<file path="src/rtl/fetch_queue_pkg.sv">
// Shared definitions for the fetch stage: default widths, PC increment and
// the packed {pc, instr} entry layout used by default-width consumers.
package fetch_pkg;

  localparam int ADDR_W_DEF  = 32;
  localparam int INSTR_W_DEF = 32;
  localparam int PC_STEP     = 4;

  typedef struct packed {
    logic [ADDR_W_DEF-1:0]  pc;
    logic [INSTR_W_DEF-1:0] instr;
  } fetch_entry_t;

endpackage

</file>
<file path="src/rtl/fetch_queue_if.sv">
// Bus between the fetch queue and its neighbours: the ProgramCounter and
// instruction memory on the upstream side, decode on the downstream side.
// The slave modport is the fetch queue itself; master is its environment.
interface fetch_queue_if #(
  parameter int ADDR_W  = fetch_pkg::ADDR_W_DEF,
  parameter int INSTR_W = fetch_pkg::INSTR_W_DEF
);

  logic               fetch_en;
  logic [ADDR_W-1:0]  pc;
  logic [INSTR_W-1:0] instruction;
  logic               pc_write;
  logic [ADDR_W-1:0]  next_pc;
  logic               redirect_valid;
  logic [ADDR_W-1:0]  redirect_pc;
  logic               out_valid;
  logic               out_ready;
  logic [ADDR_W-1:0]  out_pc;
  logic [INSTR_W-1:0] out_instr;

  modport slave (
    input  fetch_en, pc, instruction, redirect_valid, redirect_pc, out_ready,
    output pc_write, next_pc, out_valid, out_pc, out_instr
  );

  modport master (
    output fetch_en, pc, instruction, redirect_valid, redirect_pc, out_ready,
    input  pc_write, next_pc, out_valid, out_pc, out_instr
  );

endinterface

</file>
<file path="src/rtl/fetch_queue_fifo.sv">
// Generic circular-buffer FIFO with push, pop and a synchronous flush.
// Flush wins over push and pop. The head reads as zero while empty.
module fetch_fifo #(
  parameter int DEPTH = 4,
  parameter int WIDTH = 64
) (
  input  logic             clk,
  input  logic             reset,
  input  logic             push_i,
  input  logic             pop_i,
  input  logic             flush_i,
  input  logic [WIDTH-1:0] wdata_i,
  output logic             full_o,
  output logic             empty_o,
  output logic [WIDTH-1:0] head_o
);

  localparam int PTR_W = $clog2(DEPTH);
  localparam int CNT_W = $clog2(DEPTH + 1);

  logic [WIDTH-1:0] mem_q [DEPTH];
  logic [PTR_W-1:0] rdPtr_q, rdPtr_d;
  logic [PTR_W-1:0] wrPtr_q, wrPtr_d;
  logic [CNT_W-1:0] count_q, count_d;

  // Next pointers and occupancy; DEPTH is a power of two so pointers wrap naturally.
  always_comb begin
    rdPtr_d = rdPtr_q;
    wrPtr_d = wrPtr_q;
    count_d = count_q;
    if (flush_i) begin
      rdPtr_d = '0;
      wrPtr_d = '0;
      count_d = '0;
    end else begin
      if (push_i) wrPtr_d = wrPtr_q + PTR_W'(1);
      if (pop_i)  rdPtr_d = rdPtr_q + PTR_W'(1);
      if (push_i && !pop_i)      count_d = count_q + CNT_W'(1);
      else if (pop_i && !push_i) count_d = count_q - CNT_W'(1);
    end
  end

  // Pointer and occupancy registers, cleared immediately by reset.
  always_ff @(posedge clk or posedge reset) begin
    if (reset) begin
      rdPtr_q <= '0;
      wrPtr_q <= '0;
      count_q <= '0;
    end else begin
      rdPtr_q <= rdPtr_d;
      wrPtr_q <= wrPtr_d;
      count_q <= count_d;
    end
  end

  // Entry storage; contents only matter while counted, so no reset is needed.
  always_ff @(posedge clk) begin
    if (push_i && !flush_i) mem_q[wrPtr_q] <= wdata_i;
  end

  assign full_o  = (count_q == CNT_W'(DEPTH));
  assign empty_o = (count_q == '0);
  assign head_o  = empty_o ? '0 : mem_q[rdPtr_q];

endmodule

</file>
<file path="src/rtl/fetch_queue.sv">
// Fetch stage: captures {pc, instruction} into a prefetch FIFO, advances the
// ProgramCounter only when an entry is accepted, and flushes on redirect.
// Optional performance counters are enabled with FETCH_QUEUE_PERF_EN.
module fetch_queue
  import fetch_pkg::*;
#(
  parameter int DEPTH   = 4,
  parameter int ADDR_W  = ADDR_W_DEF,
  parameter int INSTR_W = INSTR_W_DEF
) (
  input  logic        clk,
  input  logic        reset,
  fetch_queue_if.slave bus
`ifdef FETCH_QUEUE_PERF_EN
  ,
  output logic [31:0] stall_cycles,
  output logic [15:0] flush_count
`endif
);

  typedef struct packed {
    logic [ADDR_W-1:0]  pc;
    logic [INSTR_W-1:0] instr;
  } entry_t;

  logic   push, pop, full, empty;
  entry_t wrEntry, headEntry;
  logic [1:0] unusedRedirectLsb;

  // Accept/retire decisions; pop depends only on registered occupancy and out_ready.
  always_comb begin
    pop  = !empty && bus.out_ready;
    push = bus.fetch_en && !bus.redirect_valid && (!full || pop);
    wrEntry.pc    = bus.pc;
    wrEntry.instr = bus.instruction;
  end

  fetch_fifo #(
    .DEPTH(DEPTH),
    .WIDTH(ADDR_W + INSTR_W)
  ) u_fifo (
    .clk    (clk),
    .reset  (reset),
    .push_i (push),
    .pop_i  (pop),
    .flush_i(bus.redirect_valid),
    .wdata_i(wrEntry),
    .full_o (full),
    .empty_o(empty),
    .head_o (headEntry)
  );

  // Redirect targets are word-aligned, so the low PC bits are dropped.
  assign unusedRedirectLsb = bus.redirect_pc[1:0];

  assign bus.pc_write  = !reset && (push || bus.redirect_valid);
  assign bus.next_pc   = bus.redirect_valid ? {bus.redirect_pc[ADDR_W-1:2], 2'b00}
                                            : bus.pc + ADDR_W'(PC_STEP);
  assign bus.out_valid = !empty;
  assign bus.out_pc    = headEntry.pc;
  assign bus.out_instr = headEntry.instr;

`ifdef FETCH_QUEUE_PERF_EN
  logic [31:0] stallCycles_q;
  logic [15:0] flushCount_q;

  // Saturating counters for fetch stalls and redirect flushes.
  always_ff @(posedge clk or posedge reset) begin
    if (reset) begin
      stallCycles_q <= '0;
      flushCount_q  <= '0;
    end else begin
      if (bus.fetch_en && !push && !bus.redirect_valid && (stallCycles_q != '1))
        stallCycles_q <= stallCycles_q + 32'd1;
      if (bus.redirect_valid && (flushCount_q != '1))
        flushCount_q <= flushCount_q + 16'd1;
    end
  end

  assign stall_cycles = stallCycles_q;
  assign flush_count  = flushCount_q;
`endif

endmodule

</file>
<file path="src/flat_wrapper.sv">
// flat-port wrapper written by rule: the top's interface ports become plain ports
module fetch_queue_flat import fetch_pkg::*;
#(
  parameter int DEPTH   = 4,
  parameter int ADDR_W  = ADDR_W_DEF,
  parameter int INSTR_W = INSTR_W_DEF
)
  (clk, reset, bus_fetch_en, bus_pc, bus_instruction, bus_redirect_valid, bus_redirect_pc, bus_out_ready, bus_pc_write, bus_next_pc, bus_out_valid, bus_out_pc, bus_out_instr);
  fetch_queue_if #(.ADDR_W(ADDR_W), .INSTR_W(INSTR_W)) bus_i ();
  input  logic clk;
  input  logic reset;
  input wire logic [$bits(bus_i.fetch_en)-1:0] bus_fetch_en;
  input wire logic [$bits(bus_i.pc)-1:0] bus_pc;
  input wire logic [$bits(bus_i.instruction)-1:0] bus_instruction;
  input wire logic [$bits(bus_i.redirect_valid)-1:0] bus_redirect_valid;
  input wire logic [$bits(bus_i.redirect_pc)-1:0] bus_redirect_pc;
  input wire logic [$bits(bus_i.out_ready)-1:0] bus_out_ready;
  output wire logic [$bits(bus_i.pc_write)-1:0] bus_pc_write;
  output wire logic [$bits(bus_i.next_pc)-1:0] bus_next_pc;
  output wire logic [$bits(bus_i.out_valid)-1:0] bus_out_valid;
  output wire logic [$bits(bus_i.out_pc)-1:0] bus_out_pc;
  output wire logic [$bits(bus_i.out_instr)-1:0] bus_out_instr;
  assign bus_i.fetch_en = bus_fetch_en;
  assign bus_i.pc = bus_pc;
  assign bus_i.instruction = bus_instruction;
  assign bus_i.redirect_valid = bus_redirect_valid;
  assign bus_i.redirect_pc = bus_redirect_pc;
  assign bus_i.out_ready = bus_out_ready;
  assign bus_pc_write = bus_i.pc_write;
  assign bus_next_pc = bus_i.next_pc;
  assign bus_out_valid = bus_i.out_valid;
  assign bus_out_pc = bus_i.out_pc;
  assign bus_out_instr = bus_i.out_instr;
  fetch_queue #(.DEPTH(DEPTH), .ADDR_W(ADDR_W), .INSTR_W(INSTR_W)) u_core (.clk(clk), .reset(reset), .bus(bus_i));
endmodule
</file>
<file path="config.mk">
export PLATFORM = sky130hd
export DESIGN_NAME = fetch_queue_flat
export DESIGN_NICKNAME = d
export VERILOG_FILES = /design/src/rtl/fetch_queue_pkg.sv /design/src/rtl/fetch_queue_if.sv /design/src/rtl/fetch_queue_fifo.sv /design/src/rtl/fetch_queue.sv /design/src/flat_wrapper.sv
export SDC_FILE = /design/constraint.sdc
export NUM_CORES = 1
export LEC_CHECK = 0
export BUFFER_PORTS_ARGS = -buffer_cell sky130_fd_sc_hd__buf_2
export CAP_MARGIN = 10
export CORE_UTILIZATION = 31
export DETAILED_ROUTE_END_ITERATION = 16
export GPL_ROUTABILITY_DRIVEN = 0
export GPL_TIMING_DRIVEN = 0
export PLACE_DENSITY = 0.59
export SYNTH_ARGS = -nofsm -noshare
export SYNTH_HDL_FRONTEND = slang
export SYNTH_SLANG_ARGS = --single-unit
</file>
<file path="constraint.sdc">
create_clock -name clk -period 5.7 [get_ports clk]
set_clock_uncertainty 0.1 [all_clocks]
set_input_delay 1.71 -clock clk [delete_from_list [all_inputs] [get_ports clk]]
set_output_delay 1.71 -clock clk [all_outputs]
set_load 0.1 [all_outputs]
</file>
Word level (Yosys, flattened, before mapping) --
Memories as Yosys holds them, arrays and structs flattened. Index checks and enable logic that the tools add are counted.
Cells by class: mux-type cells 11, $add $sub $neg 5, equality and inequality tests 1, reductions and logical operators 19
Operator list (count):
- 64-bit 2-to-1 mux | 1
- 32-bit by 3-bit adder with 32-bit output (second input constant) | 1
- 32-bit 2-to-1 mux | 1
- 3-bit 2-to-1 mux | 3
- 2-bit 2-to-1 mux | 4
- 1-bit logical AND | 7
- 1-bit logical NOT | 6
- 2-bit by 1-bit adder with 2-bit output (second input constant) | 2
- 2-bit nonzero test | 2
- 3-bit by 1-bit adder with 3-bit output (second input constant) | 1
- 3-bit == test (second input constant) | 1
- 3-bit logical NOT | 1
- 3-bit nonzero test | 1
- 3-bit by 1-bit subtractor with 3-bit output (second input constant) | 1
- 1-bit logical OR | 2
- 1-bit 2-to-1 mux | 2
Word-level totals: register bits after elaboration 7, memories 1, output and inout bits 98, RAM bits 256, logic and storage cells 40
Memory list:
- u_core.u_fifo.mem_q | words 4, width 64, rd ports 1, clocked after Yosys merged registers in 0, write ports 1, line fetch_queue_fifo.sv:21 | logic [WIDTH-1:0] mem_q [DEPTH];

Depth between registers and ports, before layout --
depth in word-level cells 10, gate-level depth with buffers 8, mapped depth without buffers 7

By module --
From an unflattened synthesis, not the netlist that was laid out.
Unflattened totals: cells, all modules 621, area, all modules 11081.9 um^2
By module, submodules not included:
- fetch_fifo | instances 1, area each 10093.4 um^2, cells each 450
- fetch_queue | instances 1, area each 988.4 um^2, cells each 171

Worst setup path before layout --
Ideal clock, no wire load.
path type input to output, start point input port bus_pc[2], end point output port bus_next_pc[16], slack -1.097 ns, required time 3.890 ns, arrival time 4.987 ns, stages on the path 6, cell sequence ha_1 -> nand4_1 -> or4_4 -> buf_4 -> xnor2_1 -> o21ai_0
On the way: word-level cells in the longest chain between the ends 2
RTL lines:
- from (decl) | line flat_wrapper.sv:13 | input wire logic [$bits(bus_i.pc)-1:0] bus_pc;
- 32-bit by 3-bit adder with 32-bit output | line fetch_queue.sv:58 | : bus.pc + ADDR_W'(PC_STEP);
- 32-bit 2-to-1 mux | line fetch_queue.sv:57 | assign bus.next_pc = bus.redirect_valid ? {bus.redirect_pc[ADDR_W-1:2], 2'b00}
- to (decl) | line flat_wrapper.sv:19 | output wire logic [$bits(bus_i.next_pc)-1:0] bus_next_pc;
Every way passes these cells.

Final worst setup path --
start point input port bus_pc[6], end point output port bus_next_pc[28]
Same word-level chain as after synthesis.

==> flow_metrics.env <==
export IMPL_drt_met1_wl_mm=11.1
export IMPL_rows=68
export IMPL_path_class="input pin to output pin"
export IMPL_start_util_pct=31.8
export IMPL_grt_total_usage_pct=14.6
export IMPL_critPathMaxFanout=9
export IMPL_fin_nets=960
export IMPL_die_area_um2=36500
export IMPL_syn_inst=619
export IMPL_synth_top_area_cell="edfxtp_1"
export IMPL_drive_gt1_share_pct=41.4
export IMPL_hp_class="flop to flop"
export IMPL_drcViolationCount=0
export IMPL_syn_num_nets=726
export IMPL_swShare_pct=38.2
export IMPL_synthFlopType="edfxtp_1"
export IMPL_p_int_w=0.00398
export IMPL_wl_per_cell_um=19.9
export IMPL_grt_pass1_vias=6865
export IMPL_wl_met3_mm=1.79
export IMPL_syn_cell_area_um2=11100
export IMPL_yosysTopAreaCellShare_pct=69.4
export IMPL_grt_overflow_total=0
export IMPL_fin_crit_ps=5630
export IMPL_cts_buffer_depth=3
export IMPL_place_ws_ps=-418
export IMPL_routed_wirelength_mm=26.4
export IMPL_power_density_nw_per_um2=454
export IMPL_wl_met2_mm=13.0
export IMPL_p_leak_nw=4.93
export IMPL_coreArea_um2=34900
export IMPL_maxCapViolCount=0
export IMPL_numCtsBuffers=29
export IMPL_ys_types=48
export IMPL_route_vias_total=6463
export IMPL_critPathRequiredTime_ps=3890
export IMPL_path_clk_slew_ps=60
export IMPL_dp_hpwl_mm=17.3
export IMPL_insertion_delay_ps=530
export IMPL_vdd_drop_max_mv=0.311
export IMPL_p_clk_share_pct=32.4
export IMPL_hold_viol=0
export IMPL_grt_max_degree=45
export IMPL_fp_dieW_um=191
export IMPL_worstPathArrival_ps=3820
export IMPL_p_switching_w=0.00246
export IMPL_ant_nets=0
export IMPL_htreeDepth=1
export IMPL_p_seq_share_pct=34.3
export IMPL_final_cell_mix="256 x edfxtp_1, 182 x buf_2, 65 x and2_1, 64 x mux4_2, 30 x clkbuf_16"
export IMPL_ys_warn_count=0
export IMPL_vias_per_cell=4.86
export IMPL_drtIter0Drc=298
export IMPL_rsz0062_at_grt="false"
export IMPL_status="complete, no violations"
export IMPL_firstDrtPassIters=4
export IMPL_hold_ws_ps=478
export IMPL_syn_to_final_growth_pct=28.2
export IMPL_postSynth_asyncResetShare_pct=2.66
export IMPL_worstSetupStartpointType="input pin"
export IMPL_antenna_found_initial=1
export IMPL_fin_ws_ps=74.9
export IMPL_top_layer="met4"
export IMPL_cts_tree="built"
export IMPL_post_route_period_util_pct=98.7
export IMPL_drv_slew=0
export IMPL_ys_seq_area_share_pct=71.0
export IMPL_maxSlewHeadroom_pct=33.0
export IMPL_root_buffer="clkbuf_16"
export IMPL_synthTopCellsByArea="edfxtp_1 69%, mux4_2 13%, and2_1 3.9%"
export IMPL_cts_sinks=263
export IMPL_worstMarginPinSlew_ps=1000
export IMPL_io_buffers=194
export IMPL_setup_viol=0
export IMPL_avgSynthCellArea_um2=17.9
export IMPL_combinationalPowerShare_pct=33.3
export IMPL_fin_total_pwr_w=0.00644
export IMPL_max_freq_mhz=178
export IMPL_yosys_register_bits=263
export IMPL_ios=199
export IMPL_crit_path_end_kind="output pin"
export IMPL_die_y_um=191
export IMPL_synth_edf_count=256
export IMPL_grt_first_pass_wirelength_mm=40.1
export IMPL_final_common_cell="edfxtp_1"
-- layout make-up --
class	instances	area, um2
multi-input combinational	312	3240
inverter	12	45.0
timing repair buffer	203	1260
clock inverter	21	340
fill	3195	20700
clock buffer	30	729
antenna	1	2.50
buffer	32	148
sequential	263	7860
tap	455	569
-- synthesized netlist by cell type (2+ instances only) --
cell type / n
edfxtp_1: 256
o21ai_0: 21
nand3_1: 12
a31oi_1: 12
nand2_1: 23
nor4b_1: 2
o31ai_1: 6
and3_1: 2
clkbuf_1: 20
buf_2: 5
or3_1: 3
a21oi_1: 2
and2_1: 69
or3_2: 4
o211ai_1: 3
mux2_2: 3
mux4_2: 64
xor2_1: 8
or4_1: 8
nor2_1: 22
nand2b_1: 2
nor3_1: 2
or4_4: 2
dfrtp_1: 7
buf_1: 5
nor2b_1: 2
nand4_1: 6
xnor2_1: 8
and4_1: 4
nor4_1: 3
inv_1: 11
nor3b_1: 2
ha_1: 5
-- repair_timing --
item | in CTS | in global routing
hold buffers | 0 | 0
pin swaps | 1 | 8
gates cloned | 0 | 1
buffers inserted | 1 | 3
endpoints found under the setup margin | 27 | 8
gates resized for setup | 44 | 9
-- worst max-delay path: stages --
cell	delay [ps]
buf_2	220
nand4_1	220
or4_4	670
or4_4	590
a31oi_4	200
buf_12	200
-- power groups by stage --
stage	logic [W]	clock network, W	registers [W]
6_report	0.00215	0.00208	0.00221
4_1_cts	0.00218	0.00213	0.00221
3_3_place_gp	0.00214	0	0.00226
3_5_place_dp	0.00216	0	0.00225
5_1_grt	0.00225	0.00221	0.00222
2_1_floorplan	0.00174	0	0.00225
-- layer usage --
| layer | GRT usage, % | vias up |
|---|---|---|
| met5 | 0 | - |
| met4 | 4.00 | 0 |
| met3 | 3.30 | 48 |
| met2 | 24.7 | 218 |
| met1 | 18.7 | 3255 |
| li1 | - | 2942 |
-- stage by stage --
stage                     utilization, %  setup TNS (ps)  area (um2)  cells
after floorplan                        -            -341       11200    619
after global placement              36.6         -146880       12800   1268
after global routing                40.7               0       14200   1328
after CTS                           40.5           -38.8       14100   1324
final                               40.7               0       14200   1329
after detailed placement            36.9           -6560       12900   1272
-- kinds of logic after synthesis --
logic type,synth area share [%]
adders and majority gates,0.745
muxes,13.4
DFF,71.0
and+or+nand+nor,9.21
xor gates and xnor gates,1.26
buffers and inverters,1.65
AOI/OAI and AO/OA,2.77
-- registers in the layout, indices dropped and copies added, names as in the netlist --
name                   flops
u_core.u_fifo.mem_q      256
u_core.u_fifo.count_q      3
u_core.u_fifo.rdPtr_q      2
u_core.u_fifo.wrPtr_q      2
-- path summary, 6_finish.rpt --
path,startpoint,to,slack [ps],cells after the start
max,bus_pc[6],bus_next_pc[28],70,6
max in group asynchronous,reset,u_core.u_fifo.count_q[2]$_DFFE_PP0P_,4240,2
min in group asynchronous,reset,u_core.u_fifo.wrPtr_q[0]$_DFFE_PP0N_,1020,2
max reg2reg,u_core.u_fifo.count_q[1]$_DFFE_PP0P_,u_core.u_fifo.mem_q[1][0]$_DFFE_PP_,2990,5
min reg2reg,u_core.u_fifo.wrPtr_q[1]$_DFFE_PP0N_,u_core.u_fifo.wrPtr_q[1]$_DFFE_PP0N_,480,2
min,u_core.u_fifo.wrPtr_q[1]$_DFFE_PP0N_,u_core.u_fifo.wrPtr_q[1]$_DFFE_PP0N_,480,2
No activity file was read; power rests on OpenSTA's default activity.
